## src/rtl/fetch_pkg.sv

```systemverilog
// Shared definitions for the instruction fetch unit.
//   INSTR_BYTES       byte stride between consecutive fetches
//   NOP_INSTR         value presented on out_instruction before anything is popped
//   RESET_PC_DEFAULT  default first fetch address after reset
//   fetch_entry_t     one fetch-buffer entry {pc, instr}
//   align_pc()        clears the byte-offset bits of a redirect target
package fetch_pkg;

    localparam int          INSTR_BYTES      = 4;
    localparam logic [31:0] NOP_INSTR        = 32'h0000_0013;
    localparam logic [63:0] RESET_PC_DEFAULT = 64'h0;

    typedef struct packed {
        logic [63:0] pc;
        logic [31:0] instr;
    } fetch_entry_t;

    function automatic logic [63:0] align_pc(input logic [63:0] addr);
        return {addr[63:2], 2'b00};
    endfunction

endpackage

```

## src/rtl/fetch_buffer.sv

```systemverilog
// Synchronous FIFO holding fetched {pc, instr} entries.
//   clk, reset     rising-edge clock, async active-high reset
//   push, push_entry  write one entry (ignored when flush is high)
//   pop            consume the head entry (ignored when empty)
//   flush          empty the buffer; a coincident pop still updates the held value
//   count          number of stored entries
//   head           head entry, or the last popped entry when empty
module fetch_buffer
    import fetch_pkg::*;
#(
    parameter int DEPTH = 2
) (
    input  logic                       clk,
    input  logic                       reset,
    input  logic                       push,
    input  fetch_entry_t               push_entry,
    input  logic                       pop,
    input  logic                       flush,
    output logic [$clog2(DEPTH+1)-1:0] count,
    output fetch_entry_t               head
);

    localparam int PW = (DEPTH > 1) ? $clog2(DEPTH) : 1;
    localparam int CW = $clog2(DEPTH + 1);
    localparam fetch_entry_t EMPTY_ENTRY = '{pc: 64'h0, instr: NOP_INSTR};

    fetch_entry_t          mem_q [DEPTH];
    fetch_entry_t          mem_d [DEPTH];
    fetch_entry_t          hold_q, hold_d;
    logic [PW-1:0]         wr_ptr_q, wr_ptr_d;
    logic [PW-1:0]         rd_ptr_q, rd_ptr_d;
    logic [CW-1:0]         count_q, count_d;
    logic                  do_pop, do_push;

    function automatic logic [PW-1:0] ptr_next(input logic [PW-1:0] p);
        return (p == PW'(DEPTH - 1)) ? '0 : p + PW'(1);
    endfunction

    assign do_pop  = pop && (count_q != '0);
    // A push into a full buffer is only taken when the head leaves the same cycle.
    assign do_push = push && ((count_q != CW'(DEPTH)) || do_pop);

    always_comb begin
        mem_d    = mem_q;
        hold_d   = hold_q;
        wr_ptr_d = wr_ptr_q;
        rd_ptr_d = rd_ptr_q;
        count_d  = count_q;
        if (do_pop) begin
            hold_d = mem_q[rd_ptr_q];
        end
        if (flush) begin
            wr_ptr_d = '0;
            rd_ptr_d = '0;
            count_d  = '0;
        end else begin
            if (do_push) begin
                mem_d[wr_ptr_q] = push_entry;
                wr_ptr_d        = ptr_next(wr_ptr_q);
            end
            if (do_pop) begin
                rd_ptr_d = ptr_next(rd_ptr_q);
            end
            count_d = count_q + CW'(do_push) - CW'(do_pop);
        end
    end

    always_ff @(posedge clk or posedge reset) begin
        if (reset) begin
            for (int i = 0; i < DEPTH; i++) begin
                mem_q[i] <= EMPTY_ENTRY;
            end
            hold_q   <= EMPTY_ENTRY;
            wr_ptr_q <= '0;
            rd_ptr_q <= '0;
            count_q  <= '0;
        end else begin
            mem_q    <= mem_d;
            hold_q   <= hold_d;
            wr_ptr_q <= wr_ptr_d;
            rd_ptr_q <= rd_ptr_d;
            count_q  <= count_d;
        end
    end

    assign count = count_q;
    assign head  = (count_q != '0) ? mem_q[rd_ptr_q] : hold_q;

endmodule

```

## src/rtl/instruction_fetch_unit.sv

```systemverilog
// Instruction fetch unit: owns the PC, issues one read per cycle when buffer
// credit allows, captures the response one cycle later and hands it to decode.
//   clk, reset        rising-edge clock, async active-high reset
//   imem_address      registered fetch address (fetch_pc)
//   imem_instruction  memory word for the address sampled at the previous edge
//   redirect_valid/target  replace the PC and flush everything in flight
//   out_valid/ready/pc/instruction  valid/ready handshake towards decode
//   misalign_err      one-cycle pulse after a redirect with target[1:0] != 0
module instruction_fetch_unit
    import fetch_pkg::*;
#(
    parameter logic [63:0] RESET_PC   = RESET_PC_DEFAULT,
    parameter int          FIFO_DEPTH = 2
) (
    input  logic        clk,
    input  logic        reset,
    output logic [63:0] imem_address,
    input  logic [31:0] imem_instruction,
    input  logic        redirect_valid,
    input  logic [63:0] redirect_target,
    output logic        out_valid,
    input  logic        out_ready,
    output logic [63:0] out_pc,
    output logic [31:0] out_instruction,
    output logic        misalign_err
);

    localparam int CW = $clog2(FIFO_DEPTH + 1);

    logic [63:0]   fetch_pc_q, fetch_pc_d;
    logic          inflight_q, inflight_d;
    logic [63:0]   inflight_pc_q, inflight_pc_d;
    logic          misalign_q, misalign_d;

    logic [CW-1:0] buf_count;
    logic [CW:0]   credit_used;
    logic          pop, push, issue;
    fetch_entry_t  push_entry, head;

    assign out_valid = (buf_count != '0);
    assign pop       = out_valid && out_ready;
    assign push      = inflight_q && !redirect_valid;

    // Entries held plus the one still in flight must leave room, net of this
    // cycle's pop, for the word about to be requested.
    assign credit_used = {1'b0, buf_count} + (CW+1)'(inflight_q) - (CW+1)'(pop);
    assign issue       = !redirect_valid && (credit_used < (CW+1)'(FIFO_DEPTH));

    assign push_entry = '{pc: inflight_pc_q, instr: imem_instruction};

    always_comb begin
        fetch_pc_d    = fetch_pc_q;
        inflight_d    = issue;
        inflight_pc_d = inflight_pc_q;
        misalign_d    = redirect_valid && (redirect_target[1:0] != 2'b00);
        if (redirect_valid) begin
            fetch_pc_d = align_pc(redirect_target);
        end else if (issue) begin
            fetch_pc_d    = fetch_pc_q + 64'(INSTR_BYTES);
            inflight_pc_d = fetch_pc_q;
        end
    end

    always_ff @(posedge clk or posedge reset) begin
        if (reset) begin
            fetch_pc_q    <= RESET_PC;
            inflight_q    <= 1'b0;
            inflight_pc_q <= 64'h0;
            misalign_q    <= 1'b0;
        end else begin
            fetch_pc_q    <= fetch_pc_d;
            inflight_q    <= inflight_d;
            inflight_pc_q <= inflight_pc_d;
            misalign_q    <= misalign_d;
        end
    end

    fetch_buffer #(
        .DEPTH (FIFO_DEPTH)
    ) u_fetch_buffer (
        .clk        (clk),
        .reset      (reset),
        .push       (push),
        .push_entry (push_entry),
        .pop        (pop),
        .flush      (redirect_valid),
        .count      (buf_count),
        .head       (head)
    );

    assign imem_address    = fetch_pc_q;
    assign out_pc          = head.pc;
    assign out_instruction = head.instr;
    assign misalign_err    = misalign_q;

endmodule

```

## config.mk

```make
export PLATFORM = sky130hd
export DESIGN_NAME = instruction_fetch_unit
export DESIGN_NICKNAME = d
export VERILOG_FILES = /design/src/rtl/fetch_pkg.sv /design/src/rtl/fetch_buffer.sv /design/src/rtl/instruction_fetch_unit.sv
export SDC_FILE = /design/constraint.sdc
export NUM_CORES = 1
export LEC_CHECK = 0
export ABC_AREA = 1
export CAP_MARGIN = 0
export CORE_MARGIN = 2
export CORE_UTILIZATION = 45
export DETAILED_ROUTE_END_ITERATION = 8
export GPL_ROUTABILITY_DRIVEN = 0
export GPL_TIMING_DRIVEN = 0
export PLACE_DENSITY_LB_ADDON = 0.1
export SLEW_MARGIN = 40
export SYNTH_ARGS = -nofsm -noshare
export SYNTH_HDL_FRONTEND = slang
export SYNTH_SLANG_ARGS = --single-unit
```

## constraint.sdc

```tcl
create_clock -name clk -period 18.4 [get_ports clk]
set_clock_uncertainty 0.2 [all_clocks]
set_input_delay 2.76 -clock clk [delete_from_list [all_inputs] [get_ports clk]]
set_output_delay 2.76 -clock clk [all_outputs]
set_load 0.01 [all_outputs]
```

=== Word level (Yosys, flattened, before mapping) ===
Index checks and enable logic that the tools add are counted.

* Bits of input ports: 100
* Bits in registers: 422
* Memories kept: 0
* Output and inout port bits: 162
* Logic and storage cells: 60
* Latch bits: 0
* ROM bits: 0
* Bits in writable memories: 0

* Shift operators: 0
* Div/mod/pow operators: 0
* Mux-type cells: 16
* $lt $le $gt $ge: 4
* Reduce and logical (&&, ||, !) cells: 16
* Add/sub/neg operators: 7
* Multiply operators: 0
* Equal/unequal tests: 1
* Bitwise operators: 3

{| class="wikitable"
|+ Operator list
! kind !! count
|-
| $mux 96 || 5
|-
| $bwmux 192 || 1
|-
| $mux 64 || 2
|-
| $demux 96 s1 || 1
|-
| $add 64x3->64 const B || 1
|-
| $reduce_bool 2->1 || 5
|-
| $logic_and 1x1->1 || 7
|-
| $mux 1 || 6
|-
| $ge 2x2->1 const B || 2
|-
| $not 1->2 || 2
|-
| $reduce_and 2->1 || 2
|-
| $add 2x1->3 || 1
|-
| $lt 3x2->1 const B || 1
|-
| $sub 3x1->3 || 1
|-
| $add 1x1->1 const B || 2
|-
| $add 2x1->2 || 1
|-
| $lt 2x1->1 const B || 1
|-
| $mux 2 || 1
|-
| $ne 2x2->1 const B || 1
|-
| $sub 2x1->2 || 1
|-
| $logic_not 1->1 || 1
|-
| $logic_or 1x1->1 || 1
|-
| $not 1->1 || 1
|}

=== Longest topological paths before layout ===
Gate-level depths: netlist of the first run.

* Depth in word-level cells: 8
* Gate-level depth with buffers: 15
* Mapped depth without buffers: 12

=== Hierarchy ===
Synthesis of the first run repeated with hierarchy kept, for this count alone.

* Cells, all modules: 2856
* Area total of the unflattened synthesis: 21254.1 sq um

{| class="wikitable"
|+ By module, submodules not included
! module !! seq. area each (sq um) !! cells an instance !! times used !! area each (sq um)
|-
| fetch_buffer || 7318.3 || 1816 || 1 || 13890.8
|-
| instruction_fetch_unit || 3153.0 || 1040 || 1 || 7363.3
|}

=== Least setup slack after synthesis of the first run ===
Ideal clock, no wire load.

* Path type: input -> register
* From: input port out_ready
* To: register fetch_pc_q[53], in the netlist imem_address[53]
* Path buffers: 3
* Path slack: 13130 ps
* Library setup time: 129 ps
* Arrival time: 4940 ps
* Cell stages on the path: 15
* Cell sequence: inv_1 -> nor2_1 -> buf_2 -> clkbuf_1 -> ha_1 -> inv_1 -> nand2_1 -> fa_1 -> xnor2_2 -> nand2_1 -> nand2_1 -> clkbuf_1 -> o21ai_0 -> inv_1 -> nand3_1

* Cells in the longest elaborated chain, start to end: 5

{| class="wikitable"
|+ RTL lines
! what !! RTL line !! RTL
|-
| start: declaration || instruction_fetch_unit.sv:22 || <nowiki>input logic out_ready,</nowiki>
|-
| $logic_and 1x1->1 || instruction_fetch_unit.sv:41 || <nowiki>assign pop = out_valid && out_ready;</nowiki>
|-
| $sub 3x1->3 || instruction_fetch_unit.sv:46 || <nowiki>assign credit_used = {1'b0, buf_count} + (CW+1)'(inflight_q) - (CW+1)'(pop);</nowiki>
|-
| $lt 3x2->1 || instruction_fetch_unit.sv:47 || <nowiki>assign issue = !redirect_valid && (credit_used < (CW+1)'(FIFO_DEPTH));</nowiki>
|-
| $logic_and 1x1->1 || instruction_fetch_unit.sv:47 ||
|-
| $reduce_bool 2->1 (no line) || -- ||
|-
| end signal: assignment || instruction_fetch_unit.sv:71 || <nowiki>fetch_pc_q <= fetch_pc_d;</nowiki>
|-
| end: declaration || instruction_fetch_unit.sv:30 || <nowiki>logic [63:0] fetch_pc_q, fetch_pc_d;</nowiki>
|}

No other way between the ends.
A chain may end at the register's enable or synchronous reset.

=== Final worst setup path of the first run ===
* From: register u_fetch_buffer.count_q[1], in the netlist u_fetch_buffer.count[1]
* To: output port out_pc[63]

* Cells in the longest elaborated chain, start to end: 2

{| class="wikitable"
|+ RTL lines
! what !! RTL line !! RTL
|-
| start: declaration || fetch_buffer.sv:32 || <nowiki>logic [CW-1:0] count_q, count_d;</nowiki>
|-
| start signal: assignment || fetch_buffer.sv:82 || <nowiki>count_q <= count_d;</nowiki>
|-
| $reduce_bool 2->1 || fetch_buffer.sv:87 || <nowiki>assign head = (count_q != '0) ? mem_q[rd_ptr_q] : hold_q;</nowiki>
|-
| $mux 96 || fetch_buffer.sv:87 ||
|-
| end: declaration || instruction_fetch_unit.sv:23 || <nowiki>output logic [63:0] out_pc,</nowiki>
|}

No other way between the ends.

==> flow_metrics.tcl, run 1 <==
set metrics [dict create \
    status "finished, final reports clean" \
    synth.area.top_cells "dfrtp_1 (50%), nand2_1 (18%), o21ai_0 (9.8%)" \
    synth_sequential_area_ratio_pct 51.2 \
    clock_latency_ps 580 \
    ios 262 \
    fill_cell_instance_count_of_the_final_layout 4099 \
    antenna_found_initial 0 \
    post-route-drc-count 0 \
    post_route_cells_drive_above_1_share_pct 6.57 \
    die_w_um 216 \
    synth_largest_type_area_fraction_pct 50.0 \
    nNetsFinal 3083 \
    synth.most_common_cell "nand2_1" \
    cell_internal_pwr_mw 2.79 \
    fin_total_pwr_mw 4.83 \
    antenna_cells_inserted 0 \
    endpoint_kind "output port" \
    ys_warn_count 0 \
    clock_sinks 412 \
    worst-path-max-fanout 10 \
    drv_cap 0 \
    tritoncts.num_buffers 45 \
    share_clk_of_total_power_pct 19.8 \
    path_class "reg -> out" \
    via_count 18631 \
    synth_cell_type_count 35 \
    min_period_over_period_pct 35.5 \
    clock_tree.root_cell "clkbuf_16" \
    leak_nw 12.0 \
    synthToLayoutAreaGrowth_pct 24.9 \
    synth_edf_count 0 \
    p_comb_share_pct 47.2 \
    hpwlAfterDp_mm 46.6 \
    grt.overflow.total 0 \
    routed_wire_length_per_instance_um 17.6 \
    postRouteWirelength_mm 63.3 \
    max-clock-path-buffers 3 \
    synth-async-reset-ratio_pct 100 \
    finalMaxSlewViolations 0 \
    count_of_h_tree_levels_built_during_cts 2 \
    grt_max_degree 79 \
    layout_min_cycle_time_ps 6540 \
    power.switching_fraction_pct 42.3 \
    place_worst_setup_slack_ps 11550 \
    die_area_mm2 0.0465 \
    die-height_um 216 \
    synthCells 2667 \
    relSlewSlack_pct 45.7 \
    start_util_pct 45.6 \
    cp_num_buf_inv 4 \
    setup_repair_after_global_routing_missed_its_margin "false" \
    detail_route.vias_per_cell 5.17 \
    critical-path-max-stage-delay_ps 600 \
    synth.cell_area_mm2 0.0202 \
    power_density_mw_per_mm2 192 \
    wire_length_of_the_first_global_routing_pass_mm 99.2 \
    part_of_the_power_in_registers_pct 33.0 \
    ranking_of_synthesized_cells_by_instance_count "nand2_1 (943), dfrtp_1 (403), o21ai_0 (395)" \
    setup_violating_endpoint_count_in_the_final_report 0 \
    cp_slowest_cell "clkdlybuf4s50_1" \
    ir_drop_uv 78.2 \
    post_synthesis_average_cell_area_um2 7.56 \
    worst_slack_ps 11860 \
    dominantRegCellSynth "dfrtp_1" \
    synthDominantAreaCellType "dfrtp_1" \
    hold-worst-slack_ps 280 \
    clkSlewWorstSetupHoldPaths_ps 60 \
    cts_tree "done" \
    row_count 77 \
    p_sw_mw 2.04 \
    groute.usage.overall_pct 27.2 \
    critical_path.top_delay_family "buffers and inverters" \
    yosys_register_bits 412 \
    worstPathCellList "nor2_1, clkinv_1, clkbuf_1, buf_2, o21ai_0, clkdlybuf4s50_1" \
    crit_arrival_ps 3580 \
    grt_pass1_vias 17932 \
    core_region_area_mm2 0.0442 \
    worst_setup_path_start_kind "register" \
    cts_repair_resize_count 0 \
    hold_viol 0 \
    portBuffers 256 \
    postCtsSetupBuffers 0 \
    holdCritPathClass "reg -> reg" \
    cts_hold_buf 0 \
    timing.critical_path.required_ps 15440 \
    fmax_ghz 0.153 \
    slew_at_the_pin_closest_to_its_max_slew_limit_ps 814 \
    drt-pass1-iter-count 6 \
    final_antenna_net_count 0 \
    drt_iter0_markers 1797 \
]
-- path summary, 6_finish.rpt --
path / startpoint / cells after the start / slack, ps / end
max in group asynchronous: reset / 6 / 13760 / imem_address[28]
worst min register to register: u_fetch_buffer.mem_q[100] / 2 / 280 / u_fetch_buffer.mem_q[100]
min in group asynchronous: reset / 2 / 2430 / u_fetch_buffer.hold_q[27]
worst max-delay path: u_fetch_buffer.count[1] / 6 / 11860 / out_pc[63]
worst max register to register: u_fetch_buffer.count[1] / 15 / 14200 / imem_address[59]
worst min-delay path: u_fetch_buffer.mem_q[100] / 2 / 280 / u_fetch_buffer.mem_q[100]
-- layer usage --
layer / track usage, % / up-vias / share of wire (%)
li1: - / 8963 / -
met1: 39.6 / 8803 / 45
met3: 4.13 / 132 / 7.3
met4: 11.6 / 0 / 4.1
met5: 0 / - / 0
met2: 40.5 / 733 / 43
-- sequential cells by signal, summed over array words and instances (netlist names) --
signal	count
u_fetch_buffer.rd_ptr_q	1
inflight_q	1
u_fetch_buffer.mem_q	188
misalign_err	1
inflight_pc_q	62
u_fetch_buffer.wr_ptr_q	1
u_fetch_buffer.count	2
imem_address	62
u_fetch_buffer.hold_q	94
-- layout by cell type, fill, tap and decap left out, types with 2 or more instances in the layout --
master           count
o21ai_2             25
clkbuf_16           47
nor2_2               3
o21ai_1             65
nand2_1            943
nand3b_1            26
buf_16               5
bufinv_16            5
inv_1              316
buf_6               16
nor2_1             181
clkbuf_8            11
dfrtp_1            403
buf_4                8
conb_1               4
ha_1                 4
nor2_4               3
clkinv_1             2
o21ai_0            395
dfstp_2              9
xor2_1               6
nand2_2              2
buf_2               52
o211ai_1             6
o21bai_1             3
clkbuf_1            73
xnor2_1              3
clkinv_2             5
nand3_1             68
a21oi_1             34
buf_1                3
nand4_1             18
clkdlybuf4s50_1    256
-- cell families after synthesis --
kind of cell	count (synthesis)	synth area share (%)
fa+ha+maj	5	0.347
simple gates	1247	24.6
buf+inv	462	9.67
flops	412	51.2
xor+xnor	10	0.472
other cells	1	0.0186
compound gates	530	13.7
-- area by class of cell --
cell class | count | area (µm²) | area share (%)
sequential | 412 | 10300 | 41.0
clock buffer | 68 | 1370 | 5.42
multi-input combinational | 1796 | 7910 | 31.4
inverter | 319 | 1200 | 4.78
buffer | 143 | 753 | 2.99
timing repair buffer | 261 | 2700 | 10.7
clock inverter | 13 | 200 | 0.795
tap | 592 | 741 | 2.94
-- worst reg2reg max path: cells and delay by family (launching register included) --
family,cells,cell delay [ps]
adders and majority gates,2,730
buffers and inverters,5,1430
DFF,1,470
AOI/OAI and AO/OA,1,160
xor gates and xnor gates,1,270
and+or+nand+nor,6,840
-- through the flow --
stage	setup TNS [ps]	util, %	area [µm²]	std cells
floorplan	0	-	20200	2670
global placement	-377500	53.1	23500	3518
detailed placement	0	53.4	23600	3523
CTS	0	57.0	25200	3604
global route	0	57.0	25200	3604
finish	0	57.0	25200	3604
-- power groups by stage --
stage	clock [mW]	sequential, mW	combinational (mW)
2_1_floorplan	0	1.56	1.27
3_3_place_gp	0	1.59	2.22
3_5_place_dp	0	1.60	2.27
4_1_cts	0.970	1.59	2.28
5_1_grt	1.01	1.64	2.53
6_report	0.957	1.60	2.28
Note: power is estimated with default switching activity, not from simulation.
==> run 2, diff against run 1 <==
==> constraint.sdc (replaced) <==
create_clock -name clk -period 6.25 [get_ports clk]
set_clock_uncertainty 0.2 [all_clocks]
set_input_delay 0.9375 -clock clk [delete_from_list [all_inputs] [get_ports clk]]
set_output_delay 0.9375 -clock clk [all_outputs]
set_load 0.01 [all_outputs]
==> run 2 against run 1 <==
Highest routed layer unchanged; design area grew 1.1%; clock-buffer cell count grew 2; non-clock buffer count grew 15; largest cell class unchanged; routed wire length grew 1.2%.
==> flow_metrics.tcl, run 2 (same netlist as run 1, synthesis figures left out) <==
set metrics [dict create \
    clkSlewWorstSetupHoldPaths_ps 60 \
    min_to "u_fetch_buffer.mem_q[100]" \
    via_count 18751 \
    worst_setup_path_start_kind "register" \
    min_period_over_period_pct 74.8 \
    crit_arrival_ps 3540 \
    finalMaxSlewViolations 0 \
    endpoint_kind "output port" \
    setup_repair_after_global_routing_missed_its_margin "false" \
    setup_violating_endpoint_count_in_the_final_report 0 \
    power_density_mw_per_mm2 556 \
    largest_register_ffs 188 \
    fin_tns_setup_ps 0 \
    hold-worst-slack_ps 280 \
    detail_route.vias_per_cell 5.18 \
    antenna_cells_inserted 0 \
    path_class "reg -> out" \
    holdCritPathClass "reg -> reg" \
    cell_internal_pwr_mw 8.14 \
    groute.usage.overall_pct 27.5 \
    synthToLayoutAreaGrowth_pct 26.3 \
    biggestRegsByFlops "u_fetch_buffer.mem_q: 188 flops, u_fetch_buffer.hold_q: 94 flops" \
    tritoncts.num_buffers 45 \
    leak_nw 12.1 \
    post_route_cells_drive_above_1_share_pct 6.94 \
    grt.overflow.total 0 \
    holdCritStartpoint "u_fetch_buffer.mem_q[100]" \
    portBuffers 256 \
    timing.critical_path.required_ps 5110 \
    final_antenna_net_count 0 \
    status "finished, final reports clean" \
    antenna_found_initial 0 \
    part_of_the_power_in_registers_pct 33.3 \
    reg2reg_from "u_fetch_buffer.count[1]" \
    hold_viol 0 \
    registers.top_by_ff_count "u_fetch_buffer.mem_q" \
    p_comb_share_pct 47.6 \
    fmax_ghz 0.214 \
    slew_at_the_pin_closest_to_its_max_slew_limit_ps 845 \
    ir_drop_uv 252 \
    relSlewSlack_pct 43.6 \
    die_w_um 216 \
    worst_r2r_path_depth 15 \
    postCtsSetupBuffers 0 \
    fin_total_pwr_mw 14.2 \
    commonest_non_fill_non_tap_cells_in_the_layout "nand2_1 (943), dfrtp_1 (403), o21ai_0 (395)" \
    postRouteWirelength_mm 64.1 \
    hpwlAfterDp_mm 47.7 \
    p_sw_mw 6.02 \
    cts_repair_resize_count 0 \
    clock_latency_ps 580 \
    fin_util_pct 57.6 \
    clock_sinks 412 \
    worst-path-max-fanout 10 \
    routed_wire_length_per_instance_um 17.7 \
    wire_length_of_the_first_global_routing_pass_mm 100 \
    row_count 77 \
    ios 262 \
    nNetsFinal 3098 \
    core_region_area_mm2 0.0442 \
    fill_cell_instance_count_of_the_final_layout 4145 \
    drt_iter0_markers 1845 \
    worst-r2r-setup-slack_ps 2100 \
    drt-pass1-iter-count 5 \
    cts_tree "done" \
    start_util_pct 45.6 \
    power.switching_fraction_pct 42.5 \
    grt_pass1_vias 17982 \
    layout_min_cycle_time_ps 4680 \
    post-route-drc-count 0 \
    share_clk_of_total_power_pct 19.1 \
    holdPathStages 2 \
    count_of_h_tree_levels_built_during_cts 2 \
    max-clock-path-buffers 3 \
    clock_tree.root_cell "clkbuf_16" \
    rr_endpoint "imem_address[60]" \
    layout_commonest_cell "nand2_1" \
    die-height_um 216 \
    die_area_mm2 0.0465 \
    drv_cap 0 \
    grt_max_degree 27 \
    cts_hold_buf 0 \
]
[run 2: cell count changes in the layout (fill, tap and decap cells not counted)]
cell,previous run,this run
buf_16,5,13
buf_12,0,6
clkbuf_1,73,76
bufinv_16,5,3
buf_8,0,1
clkbuf_8,11,10
clkinv_2,5,6
clkinv_4,1,0
clkinvlp_4,1,2
inv_8,1,0
[run 2: worst max-delay path by stage]
stage	start	to	depth (start not counted)
2_1_floorplan	reset	imem_address[10]	1
3_3_place_gp	reset	imem_address[51]	2
3_5_place_dp	out_ready	imem_address[60]	16
4_1_cts	u_fetch_buffer.count[1]	out_pc[63]	6
5_1_grt	u_fetch_buffer.count[1]	out_pc[48]	6
6_report	u_fetch_buffer.count[1]	out_pc[63]	6
[run 2: per-layer routing]
layer | share of wire, % | global-route usage [%] | wire length, µm
met1 | 45 | 40.3 | 29000
met2 | 44 | 41.2 | 27900
met3 | 7.3 | 3.78 | 4670
met4 | 3.9 | 10.8 | 2470
met5 | 0 | 0 | 0
[run 2: final cells by class]
type / count / area (µm²) / area share (%)
buffer: 143 / 753 / 2.96
clock buffer: 70 / 1360 / 5.35
clock inverter: 11 / 136 / 0.535
inverter: 319 / 1200 / 4.71
multi-input combinational: 1796 / 7910 / 31.0
sequential: 412 / 10300 / 40.5
tap: 592 / 741 / 2.91
timing repair buffer: 276 / 3060 / 12.0
[run 2: worst max-delay path: stages, from the launching register on]
cell	delay [ps]
dfrtp_1	460
nor2_1	270
clkinv_1	470
clkbuf_1	510
buf_2	360
o21ai_0	300
clkdlybuf4s50_1	600
[run 2: power by group through the flow]
stage,Clock [mW],Combinational [mW],Sequential [mW]
global route,2.87,7.46,4.84
global placement,0,6.53,4.70
detailed placement,0,6.71,4.72
floorplan,0,3.74,4.58
CTS,2.76,6.75,4.69
finish,2.71,6.74,4.71
[run 2: per-stage QoR]
step	std cells	setup WS (ps)	instance area [µm²]
final	3619	1570	25500
after global routing	3619	1420	25500
after CTS	3619	1500	25500
after detailed placement	3538	1240	24000
after global placement	3518	-3250	23500
after floorplan	2670	-434	20200
